### src/rtl/bcd_display_scanner.sv
// Multiplexed 7-segment scanner for DIGITS BCD digits with a snapshot/display double buffer.
// Optional leading-zero blanking is enabled by defining LEADING_ZERO_BLANK_EN.
module bcd_display_scanner #(
    parameter int unsigned DIGITS     = 4,
    parameter int unsigned SCAN_DIV   = 1000,
    parameter int unsigned ACTIVE_LOW = 1,
    localparam int unsigned SEL_W     = (DIGITS > 1) ? $clog2(DIGITS) : 1
) (
    input  logic                  clock,
    input  logic                  reset_n,
    input  logic                  en,
    input  logic                  load,
    input  logic [4*DIGITS-1:0]   bcd_in,
    output logic [6:0]            seg,
    output logic [DIGITS-1:0]     an,
    output logic [SEL_W-1:0]      digit_sel,
    output logic                  frame_done
);

    localparam int unsigned    PW         = $clog2(SCAN_DIV);
    localparam logic [PW-1:0]  PRESC_LAST = PW'(SCAN_DIV - 1);
    localparam logic [SEL_W-1:0] IDX_LAST = SEL_W'(DIGITS - 1);
    localparam logic [6:0]     SEG_OFF    = (ACTIVE_LOW != 0) ? 7'h7F : 7'h00;
    localparam logic [DIGITS-1:0] AN_OFF  = (ACTIVE_LOW != 0) ? {DIGITS{1'b1}} : {DIGITS{1'b0}};

    logic [4*DIGITS-1:0] snap_q, snap_d;
    logic [4*DIGITS-1:0] disp_q, disp_d;
    logic [PW-1:0]       presc_q, presc_d;
    logic [SEL_W-1:0]    idx_q, idx_d;
    logic [6:0]          seg_q, seg_d;
    logic [DIGITS-1:0]   an_q, an_d;
    logic [SEL_W-1:0]    sel_q, sel_d;
    logic                fd_q, fd_d;

    logic                wrap;
    logic [3:0]          lit_nib;
    logic [6:0]          seg_on;
    logic [DIGITS-1:0]   an_on;
`ifdef LEADING_ZERO_BLANK_EN
    logic                hi_zero;
    logic                blank_lit;
`endif

    function automatic logic [6:0] decode(input logic [3:0] d);
        case (d)
            4'd0:    decode = 7'h3F;
            4'd1:    decode = 7'h06;
            4'd2:    decode = 7'h5B;
            4'd3:    decode = 7'h4F;
            4'd4:    decode = 7'h66;
            4'd5:    decode = 7'h6D;
            4'd6:    decode = 7'h7D;
            4'd7:    decode = 7'h07;
            4'd8:    decode = 7'h7F;
            4'd9:    decode = 7'h6F;
            default: decode = 7'h40;
        endcase
    endfunction

    always_comb begin
        snap_d  = snap_q;
        disp_d  = disp_q;
        presc_d = presc_q;
        idx_d   = idx_q;
        wrap    = 1'b0;
        lit_nib = '0;
        an_on   = '0;
`ifdef LEADING_ZERO_BLANK_EN
        hi_zero   = 1'b1;
        blank_lit = 1'b0;
`endif

        if (load) snap_d = bcd_in;

        if (en) begin
            if (presc_q == PRESC_LAST) begin
                presc_d = '0;
                if (idx_q == IDX_LAST) begin
                    idx_d = '0;
                    wrap  = 1'b1;
                end else begin
                    idx_d = idx_q + 1'b1;
                end
            end else begin
                presc_d = presc_q + 1'b1;
            end
        end

        // A same-edge load must not reach the display: reload from the pre-edge snapshot.
        if (wrap) disp_d = snap_q;

        // Outputs are built from next-state so they change on the same edge as idx.
        for (int unsigned j = 0; j < DIGITS; j++) begin
`ifdef LEADING_ZERO_BLANK_EN
            hi_zero = hi_zero & (disp_d[4*(DIGITS-1-j) +: 4] == 4'd0);
`endif
            if (idx_d == SEL_W'(DIGITS - 1 - j)) begin
                lit_nib = disp_d[4*(DIGITS-1-j) +: 4];
`ifdef LEADING_ZERO_BLANK_EN
                blank_lit = hi_zero & ((DIGITS - 1 - j) != 0);
`endif
            end
            an_on[DIGITS-1-j] = (idx_d == SEL_W'(DIGITS - 1 - j));
        end

`ifdef LEADING_ZERO_BLANK_EN
        seg_on = blank_lit ? 7'h00 : decode(lit_nib);
`else
        seg_on = decode(lit_nib);
`endif

        if (en) begin
            seg_d = (ACTIVE_LOW != 0) ? ~seg_on : seg_on;
            an_d  = (ACTIVE_LOW != 0) ? ~an_on  : an_on;
        end else begin
            seg_d = SEG_OFF;
            an_d  = AN_OFF;
        end
        sel_d = idx_d;
        fd_d  = wrap;
    end

    always_ff @(posedge clock or negedge reset_n) begin
        if (!reset_n) begin
            snap_q  <= '0;
            disp_q  <= '0;
            presc_q <= '0;
            idx_q   <= '0;
            seg_q   <= SEG_OFF;
            an_q    <= AN_OFF;
            sel_q   <= '0;
            fd_q    <= 1'b0;
        end else begin
            snap_q  <= snap_d;
            disp_q  <= disp_d;
            presc_q <= presc_d;
            idx_q   <= idx_d;
            seg_q   <= seg_d;
            an_q    <= an_d;
            sel_q   <= sel_d;
            fd_q    <= fd_d;
        end
    end

    assign seg        = seg_q;
    assign an         = an_q;
    assign digit_sel  = sel_q;
    assign frame_done = fd_q;

endmodule
### config.mk
export PLATFORM = sky130hd
export DESIGN_NAME = bcd_display_scanner
export DESIGN_NICKNAME = d
export VERILOG_FILES = /design/src/rtl/bcd_display_scanner.sv
export SDC_FILE = /design/constraint.sdc
export NUM_CORES = 1
export LEC_CHECK = 0
export CAP_MARGIN = 40
export CORE_MARGIN = 3
export CORE_UTILIZATION = 50
export DETAILED_ROUTE_END_ITERATION = 10
export PLACE_DENSITY = 0.73
export SYNTH_ARGS = -nofsm -noshare
export SYNTH_HDL_FRONTEND = slang
export SYNTH_SLANG_ARGS = --single-unit
export TNS_END_PERCENT = 5
### constraint.sdc
create_clock -name clock -period 3.5 [get_ports clock]
set_clock_uncertainty 0.1 [all_clocks]
set_input_delay 0.875 -clock clock [delete_from_list [all_inputs] [get_ports clock]]
set_output_delay 0.875 -clock clock [all_outputs]
set_load 0.03 [all_outputs]
==> results of run 1 <==
==> synthesized netlist by cell type (3+ instances only) <==
cell	count	area, µm²
a21oi_1	4	20.0
and3_1	3	18.8
buf_6	3	33.8
clkbuf_1	3	11.3
dfrtp_1	45	1130
dfstp_2	11	289
ha_1	7	87.6
inv_1	9	33.8
mux2_2	32	360
mux2i_1	10	100
nand2_1	18	67.6
nand3_1	7	35.0
nand4_1	5	31.3
nor2_1	7	26.3
o21ai_0	3	15.0
xor2_1	4	35.0
==> kinds of logic after synthesis <==
family	after synthesis
flops	56
simple gates	50
mux	44
compound gates	26
buf+inv	19
fa+ha+maj	7
xor+xnor	6
==> registers in the layout, indices dropped and copies added (netlist names) <==
register / flops
seg: 7
digit_sel: 2
snap_q: 16
presc_q: 10
frame_done: 1
an: 4
disp_q: 16
==> power by group <==
group	switching [mW]	internal, mW	leakage [nW]	total [mW]
clock	0.207	0.143	0.0414	0.350
combinational	0.0639	0.0773	0.727	0.141
sequential	0.0492	0.699	0.699	0.748
total	0.321	0.919	1.47	1.24
==> worst max-delay path: cells and delay by family <==
family / cells / cell delay [ps]
AO/OA/AOI/OAI: 1 / 90
buffers and inverters: 3 / 800
multiplexers: 3 / 760
AND/OR/NAND/NOR: 3 / 840
==> worst paths after layout <==
kind | cells after the start | end
setup / recovery | 10 | seg[0]$_DFF_PN1_
hold / removal | 2 | disp_q[14]$_DFF_PN0_
setup reg to reg | 13 | seg[0]$_DFF_PN1_
hold reg to reg | 2 | disp_q[14]$_DFF_PN0_
max in group asynchronous | 2 | presc_q[6]$_DFFE_PN0P_
min in group asynchronous | 2 | snap_q[11]$_DFFE_PN0P_
==> cell type report <==
class,instances,share of cell area (%)
Clock buffer,6,2.28
Clock inverter,2,0.512
Inverter,12,1.65
Multi-Input combinational cell,133,35.6
Sequential cell,56,44.5
Tap cell,67,2.64
Timing Repair Buffer,44,12.8
==> per-layer routing <==
| metal | GRT usage [%] | up-vias | wire length, µm |
|---|---|---|---|
| li1 | - | 818 | - |
| met3 | 4.31 | 6 | 170 |
| met1 | 24.1 | 828 | 2290 |
| met2 | 27.0 | 26 | 2250 |
| met4 | 4.72 | 0 | 54 |
| met5 | 0 | - | 0 |
==> stage by stage <==
stage,setup TNS (ps),std cells,utilization [%]
after floorplan,0,208,-
after global placement,-35.0,312,62.9
after detailed placement,-160,312,62.9
after CTS,0,320,64.7
after global routing,0,320,64.7
final,0,320,64.7
==> impl_metrics.toml, run 1 <==
[run_status]
status = "finished, final reports clean"

[timing]
min_period_over_period_pct = 92.6
fmax_mhz = 309
grt_setup_unrepaired = "no"
holdWs_ps = 390
max-slew-margin-rel_pct = 52.1
drv_slew = 0
setup_slack_ps = 259
final.min_clock_period_ps = 3240
tightest_slew_ps = 716
setup_viol_count_final = 0
final_hold_viol_count = 0

[setup_path]
slowest_delay_ps = 480
crit_chain = "clkdlybuf4s50_1, nand4_1, or4_4, and2_4, inv_6, mux2i_1, mux2i_1, buf_4, mux2i_1, a32oi_1"
rrSetupSlack_ps = 390
cp.arrival_ps = 3370
cp_max_fo = 7
end_kind = "flop"
rr_startpoint = "presc_q[1]$_DFFE_PN0P_"
worstPathRequired_ps = 3630
cp_slowest_cell = "clkdlybuf4s50_1"
worstSetupStartpoint = "en"
critPathKind = "in2reg"
setup.worst_path.start_class = "primary input"
critPathMostFrequentCell = "mux2i_1"

[place]
placed_cell_area_um2 = 3090
port_buffers = 33
dp_hpwl_um = 3500
gp_congestion = 0.780
dpl_worst_slack_ps = -54.0

[logic_synthesis]
syn_nets = 235
syn_inst = 208
syn_area_um2 = 2650
synth.yosys.warnings = 0
synth-adder-area-share_pct = 3.31
yosys.area_share.xor_xnor_pct = 1.99
synth_ff_type = "dfrtp_1"
synth-simple-area-share_pct = 11.1
ys_ff_latch = 56
seq_area_frac_synth_pct = 53.5
async_reset_ff_share_pct = 100
synth.mux.area_fraction_pct = 18.8
synth_top_family_by_area = "multiplexers"
synth-compound-area-share_pct = 7.52
synth-edff-count = 0
synth_cell_types = 47
avgSynthCellArea_um2 = 12.7

[cells_and_area]
mostFrequentLayoutCells = "dfrtp_1 (45), mux2_2 (32), clkdlybuf4s50_1 (32)"
register_area_um2 = 1420
syn2layout_area_growth_pct = 20.1
drive_gt1_share_pct = 30.4
n_fill_cell = 392
multiInputGateArea_um2 = 1130
nets = 279
layout_commonest_cell = "dfrtp_1"
num_antenna_cells = 0
finalInstanceArea_um2 = 3180

[clock_network]
clk_path_buf_depth = 2
cts.sinks = 56
cts_tree = "done"
cts-hold-fix-buffers = 0
numCtsBuffers = 5
post_cts_resized = 0
clk_pin_slew_ps = 100
clk_latency_ps = 310
htree_num_levels = 2
clock-root-buffer = "clkbuf_8"
post-cts-setup-buffers = 0

[grt]
grt_usage_pct = 17.3
antenna_found_initial = 0
grt-ovfl-total = 0
grt_pass1_wl_um = 8320
grt_max_degree = 57
grt_pass1_vias = 1723

[pwr]
power_density_nw_per_um2 = 390
leakagePower_nw = 1.47
ir_drop_mv = 0.205
finalPower_mw = 1.24

[die]
die_area_um2 = 6200
core_area_um2 = 4910
die_h_um = 78.8
die_w_um = 78.8
start_util_pct = 53.9
io_pins = 34
fp-row-count = 25

[drt]
drt_iter0_markers = 84
wl_per_cell_um = 14.9
vias_per_cell = 5.24
dr.pass1.iters = 4
totalWireLength_um = 4770
ant_nets = 0
route.detailed.drc = 0
routed-via-count = 1678

[hold_path]
hold_path.startpoint = "snap_q[14]$_DFFE_PN0P_"
hold_path_class = "reg2reg"

[run]
cap_violations = 0
(Power assumes the default switching activity.)
==> run 2: changes to the inputs <==
--- a/config.mk
+++ b/config.mk
@@ -8,8 +8,10 @@
 export CAP_MARGIN = 40
 export CORE_MARGIN = 3
 export CORE_UTILIZATION = 50
+export CTS_BUF_LIST = sky130_fd_sc_hd__clkbuf_16
 export DETAILED_ROUTE_END_ITERATION = 10
 export PLACE_DENSITY = 0.73
+export SLEW_MARGIN = 30
 export SYNTH_ARGS = -nofsm -noshare
 export SYNTH_HDL_FRONTEND = slang
 export SYNTH_SLANG_ARGS = --single-unit
==> run 2 against run 1 <==
Compared with the run above:
- wire length is 0.61% higher
- setup slack worse by 17 ps
- total power is 11% higher
- core utilization is 1.1 points higher
==> impl_metrics.toml, run 2 (synthesized netlist as in run 1, its figures left out) <==
[run_status]
status = "finished, final reports clean"

[timing]
tightest_slew_ps = 707
fmax_mhz = 307
setup_viol_count_final = 0
final.min_clock_period_ps = 3260
drv_slew = 0
final_hold_viol_count = 0
max-slew-margin-rel_pct = 52.7
grt_setup_unrepaired = "no"
min_period_over_period_pct = 93.1
setup_slack_ps = 242

[die]
fp-row-count = 25
start_util_pct = 53.9
die_h_um = 78.8
io_pins = 34
die_area_um2 = 6200
die_w_um = 78.8
core_area_um2 = 4910

[setup_path]
cp_max_fo = 7
end_kind = "flop"
critPathMostFrequentCell = "mux2i_1"
cp_num_buf_inv = 2
cp_slowest_cell = "clkdlybuf4s50_1"
r2r_cells = 13
worstPathRequired_ps = 3610
setup.worst_path.start_class = "primary input"
crit_chain = "clkdlybuf4s50_1, nand4_1, or4_4, and2_4, inv_6, mux2i_1, mux2i_1, mux2_2, o211ai_1"
cp.arrival_ps = 3370
crit_family = "multiplexers"
crit_cells = 9
critPathKind = "in2reg"
slowest_delay_ps = 480

[drt]
route.detailed.drc = 0
vias_per_cell = 5.23
dr_wl_met2_um = 2320
routed-via-count = 1674
dr.pass1.iters = 4
top_layer = "met4"
wl_met3_um = 187
totalWireLength_um = 4800
wl_per_cell_um = 15.0
ant_nets = 0
drt_iter0_markers = 94
wl_met1_um = 2240

[run]
cap_violations = 0

[place]
dp_hpwl_um = 3500
dpl_worst_slack_ps = -54.0
gp_congestion = 0.780
port_buffers = 33
dp.cells = 312
placed_cell_area_um2 = 3090

[cells_and_area]
nets = 279
finalInstanceArea_um2 = 3230
reg.largest.list = "disp_q x16, snap_q x16, presc_q x10"
stdcell_count = 320
utilization_pct = 65.9
mostFrequentLayoutCells = "dfrtp_1 (45), mux2_2 (32), clkdlybuf4s50_1 (32)"
num_antenna_cells = 0
syn2layout_area_growth_pct = 22.2
layout_commonest_cell = "dfrtp_1"
drive_gt1_share_pct = 30.4

[clock_network]
post-cts-setup-buffers = 0
clk_latency_ps = 290
cts.sinks = 56
clk_path_buf_depth = 2
numCtsBuffers = 5
clk_pin_slew_ps = 70
htree_num_levels = 2
cts-hold-fix-buffers = 0
cts_tree = "done"
post_cts_resized = 0
clock-root-buffer = "clkbuf_16"

[grt]
grt_pass1_vias = 1762
grt_pass1_wl_um = 8510
grt-ovfl-total = 0
grt_usage_pct = 17.4
antenna_found_initial = 0
grt_max_degree = 57

[pwr]
leakagePower_nw = 1.50
ir_drop_mv = 0.234
power_density_nw_per_um2 = 425

[hold_path]
hold-path-cell-count = 2
hold_path_class = "reg2reg"
[run 2: worst paths after layout]
kind	start	end	slack, ps
worst min register to register	snap_q[14]$_DFFE_PN0P_	disp_q[14]$_DFF_PN0_	380
min in group asynchronous	reset_n	snap_q[11]$_DFFE_PN0P_	600
worst min-delay path	snap_q[14]$_DFFE_PN0P_	disp_q[14]$_DFF_PN0_	380
worst max register to register	presc_q[1]$_DFFE_PN0P_	seg[5]$_DFF_PN1_	390
max in group asynchronous	reset_n	presc_q[6]$_DFFE_PN0P_	2260
worst max-delay path	en	seg[5]$_DFF_PN1_	240
[run 2: routing by layer]
| layer | up-vias | GRT usage, % |
|---|---|---|
| met4 | 0 | 5.24 |
| met3 | 6 | 3.29 |
| met2 | 29 | 28.0 |
| met5 | - | 0 |
| met1 | 819 | 24.1 |
| li1 | 820 | - |
[run 2: power breakdown]
group	leakage, nW	switching, mW	internal, mW
sequential	0.699	0.0488	0.699
clock	0.0712	0.223	0.264
combinational	0.727	0.0639	0.0773
[run 2: area by class of cell]
class / instances / area (µm²)
inverter: 12 / 52.6
sequential: 56 / 1420
fill: 381 / 1680
tap: 67 / 83.8
clock inverter: 3 / 20.0
timing repair buffer: 44 / 408
multi-input combinational: 133 / 1130
clock buffer: 5 / 125
[run 2: metrics by stage]
stage          hold WS (ps)  setup TNS, ps  power, mW
6_report                379              0       1.38
3_3_place_gp            359          -35.0      0.897
5_1_grt                 407              0       1.45
4_1_cts                 382              0       1.39
2_1_floorplan           334              0      0.835
3_5_place_dp            366           -160      0.904
[run 2: worst reg2reg max path, cell delays in order, from the launching register on]
cell and delay (ps):
dfrtp_1 450, ha_1 300, nand2b_2 150, nor3_4 290
nand3_4 110, inv_4 130, buf_4 180, mux2_2 370
mux2i_1 130, mux2_2 240, inv_1 90, ha_1 220
o21bai_1 150, o211ai_1 110
==> run 3: changes to the inputs <==
--- a/config.mk
+++ b/config.mk
@@ -7,10 +7,12 @@
 export LEC_CHECK = 0
 export CAP_MARGIN = 40
 export CORE_MARGIN = 3
-export CORE_UTILIZATION = 50
+export CORE_UTILIZATION = 55
 export CTS_BUF_LIST = sky130_fd_sc_hd__clkbuf_16
+export CTS_CLUSTER_DIAMETER = 100
 export DETAILED_ROUTE_END_ITERATION = 10
-export PLACE_DENSITY = 0.73
+export PLACE_DENSITY = 0.79
+export SETUP_SLACK_MARGIN = 0.5
 export SLEW_MARGIN = 30
 export SYNTH_ARGS = -nofsm -noshare
 export SYNTH_HDL_FRONTEND = slang
==> run 3 against run 2 <==
Compared with the run above:
- count of clock-buffer cells in the layout is the same
- via count up 5.9%
- sequential share of layout area fell by 1.8 points
- register-to-register slack gained 240 ps
- fmax grew 14%
- worst hold slack worse by 5.8 ps
- design area is 4.3% higher
- setup slack better by 390 ps
- first-iteration DRC count rose by 18%
- sequential cell count is the same
- combinational power is 18% higher
- sequential power is 0.9% lower
- largest power group unchanged
==> impl_metrics.toml, run 3 (synthesized netlist as in run 1, its figures left out) <==
[pwr]
power_density_nw_per_um2 = 432
power.internal_mw = 1.12
ir_drop_mv = 0.335
finalPower_mw = 1.46
clkPwrFrac_pct = 37.7
leakagePower_nw = 1.58
p_seq_share_pct = 50.9
power.switching_mw = 0.333
power_switching_share_pct = 22.9
combPwrFrac_pct = 11.4

[drt]
totalWireLength_um = 5120
wl_per_cell_um = 16.2
route.detailed.drc = 0
vias_per_cell = 5.63
routed-via-count = 1773
dr.pass1.iters = 4
drt_iter0_markers = 111
ant_nets = 0

[cells_and_area]
nets = 289
drive_gt1_share_pct = 35.7
n_fill_cell = 296
reg.largest.list = "disp_q x16, snap_q x16, presc_q x10"
layout_commonest_cell = "dfrtp_1"
num_antenna_cells = 0
mostFrequentLayoutCells = "dfrtp_1 (45), clkdlybuf4s50_1 (31), mux2_2 (30)"
syn2layout_area_growth_pct = 27.5

[clock_network]
clk_pin_slew_ps = 70
cts.sinks = 56
clock-root-buffer = "clkbuf_16"
htree_num_levels = 2
cts-hold-fix-buffers = 0
clk_path_buf_depth = 2
cts_tree = "done"
numCtsBuffers = 5
clk_latency_ps = 290

[setup_path]
worstPathRequired_ps = 3600
rr_startpoint = "digit_sel[0]$_DFF_PN0_"
worstSetupStartpoint = "digit_sel[0]$_DFF_PN0_"
r2r_cells = 10
slowest_delay_ps = 530
cp_slowest_cell = "or4_4"
rrSetupSlack_ps = 630
cp.arrival_ps = 2970
crit_chain = "ha_1, inv_1, or4_4, and2_4, mux2_2, mux2i_4, buf_4, ha_4, mux2_2, o211ai_1"
setup.worst_path.start_class = "flop"
critPathKind = "reg2reg"
endpoint = "seg[5]$_DFF_PN1_"
timing.rr.end = "seg[5]$_DFF_PN1_"
cp_max_fo = 9
critPathMostFrequentCell = "mux2_2"
end_kind = "flop"

[timing]
max-slew-margin-rel_pct = 52.2
min_period_over_period_pct = 81.9
final.min_clock_period_ps = 2870
grt_setup_unrepaired = "no"
fin_tns_setup_ps = 0
drv_slew = 0
fmax_mhz = 349
setup_viol_count_final = 0
tightest_slew_ps = 715
final_hold_viol_count = 0

[hold_path]
hold-path-cell-count = 2
hold_path_class = "reg2reg"

[die]
start_util_pct = 58.8
die_w_um = 75.4
io_pins = 34
die_area_um2 = 5680
die_h_um = 75.4
core_area_um2 = 4500
fp-row-count = 24

[run]
cap_violations = 0

[place]
dp_hpwl_um = 3540
gp_congestion = 0.836
port_buffers = 33

[grt]
grt_pass1_wl_um = 8630
antenna_found_initial = 0
grt_usage_pct = 20.6
grt_pass1_vias = 1794
grt_max_degree = 51
grt-ovfl-total = 0

[run_status]
status = "finished, final reports clean"
==> run 3: changes by cell type in the layout (fill, tap and decap cells not counted), sizes merged <==
cell	previous run	this run
bufinv	0	1
clkdlybuf4s50	32	31
clkbuf	5	6
clkinvlp	1	0
buf	12	22
==> run 3: layout make-up <==
cell class	count	area, µm²	area share [%]
timing repair buffer	54	480	14.2
multi-input combinational	133	1200	35.5
clock inverter	3	38.8	1.15
sequential	56	1420	41.9
clock buffer	5	125	3.71
tap	52	65.1	1.93
inverter	12	52.6	1.56
==> run 3: worst min-delay path by stage <==
stage | startpoint | endpoint
finish | snap_q[6]$_DFFE_PN0P_ | disp_q[6]$_DFF_PN0_
floorplan | snap_q[14]$_DFFE_PN0P_ | disp_q[14]$_DFF_PN0_
global placement | snap_q[6]$_DFFE_PN0P_ | disp_q[6]$_DFF_PN0_
detailed placement | snap_q[6]$_DFFE_PN0P_ | disp_q[6]$_DFF_PN0_
CTS | snap_q[6]$_DFFE_PN0P_ | disp_q[6]$_DFF_PN0_
global route | snap_q[6]$_DFFE_PN0P_ | disp_q[6]$_DFF_PN0_
==> run 3: through the flow <==
stage                     instance area, µm²  util [%]  std cells  hold WS [ps]  setup slack [ps]
after floorplan                         2670         -        208           334               502
after global placement                  3100      68.7        297           357              35.1
after detailed placement                3100      68.8        297           356             -20.9
after CTS                               3350      74.4        313           374               508
after global routing                    3370      74.9        315           412               517
final                                   3370      74.9        315           373               633
==> run 3: layer usage <==
layer	share of wire, %	up-vias	global-route usage [%]
met5	0	-	0
met4	1.8	0	6.99
met3	4.1	7	5.54
met2	53	38	34.4
met1	41	884	25.9
li1	-	844	-
==> run 3: power groups by stage <==
stage | clock network, mW | logic (mW) | registers, mW
3_3_place_gp | 0 | 0.139 | 0.757
2_1_floorplan | 0 | 0.0805 | 0.756
3_5_place_dp | 0 | 0.144 | 0.760
6_report | 0.549 | 0.166 | 0.741
5_1_grt | 0.585 | 0.181 | 0.749
4_1_cts | 0.560 | 0.163 | 0.742
==> run 3: critical path: cells and delay by family (launching register included) <==
kind | cells | cell delay [ps]
fa+ha+maj | 2 | 470
buf+inv | 2 | 190
flops | 1 | 480
mux | 3 | 590
compound gates | 1 | 210
simple gates | 2 | 730
==> run 3: repair_timing <==
| item | 4_1_cts | 5_1_grt |
|---|---|---|
| setup buffers | 8 | 2 |
| resized for setup | 6 | 6 |
| pin swaps | 5 | 6 |
| endpoints found under the setup margin | 7 | 7 |
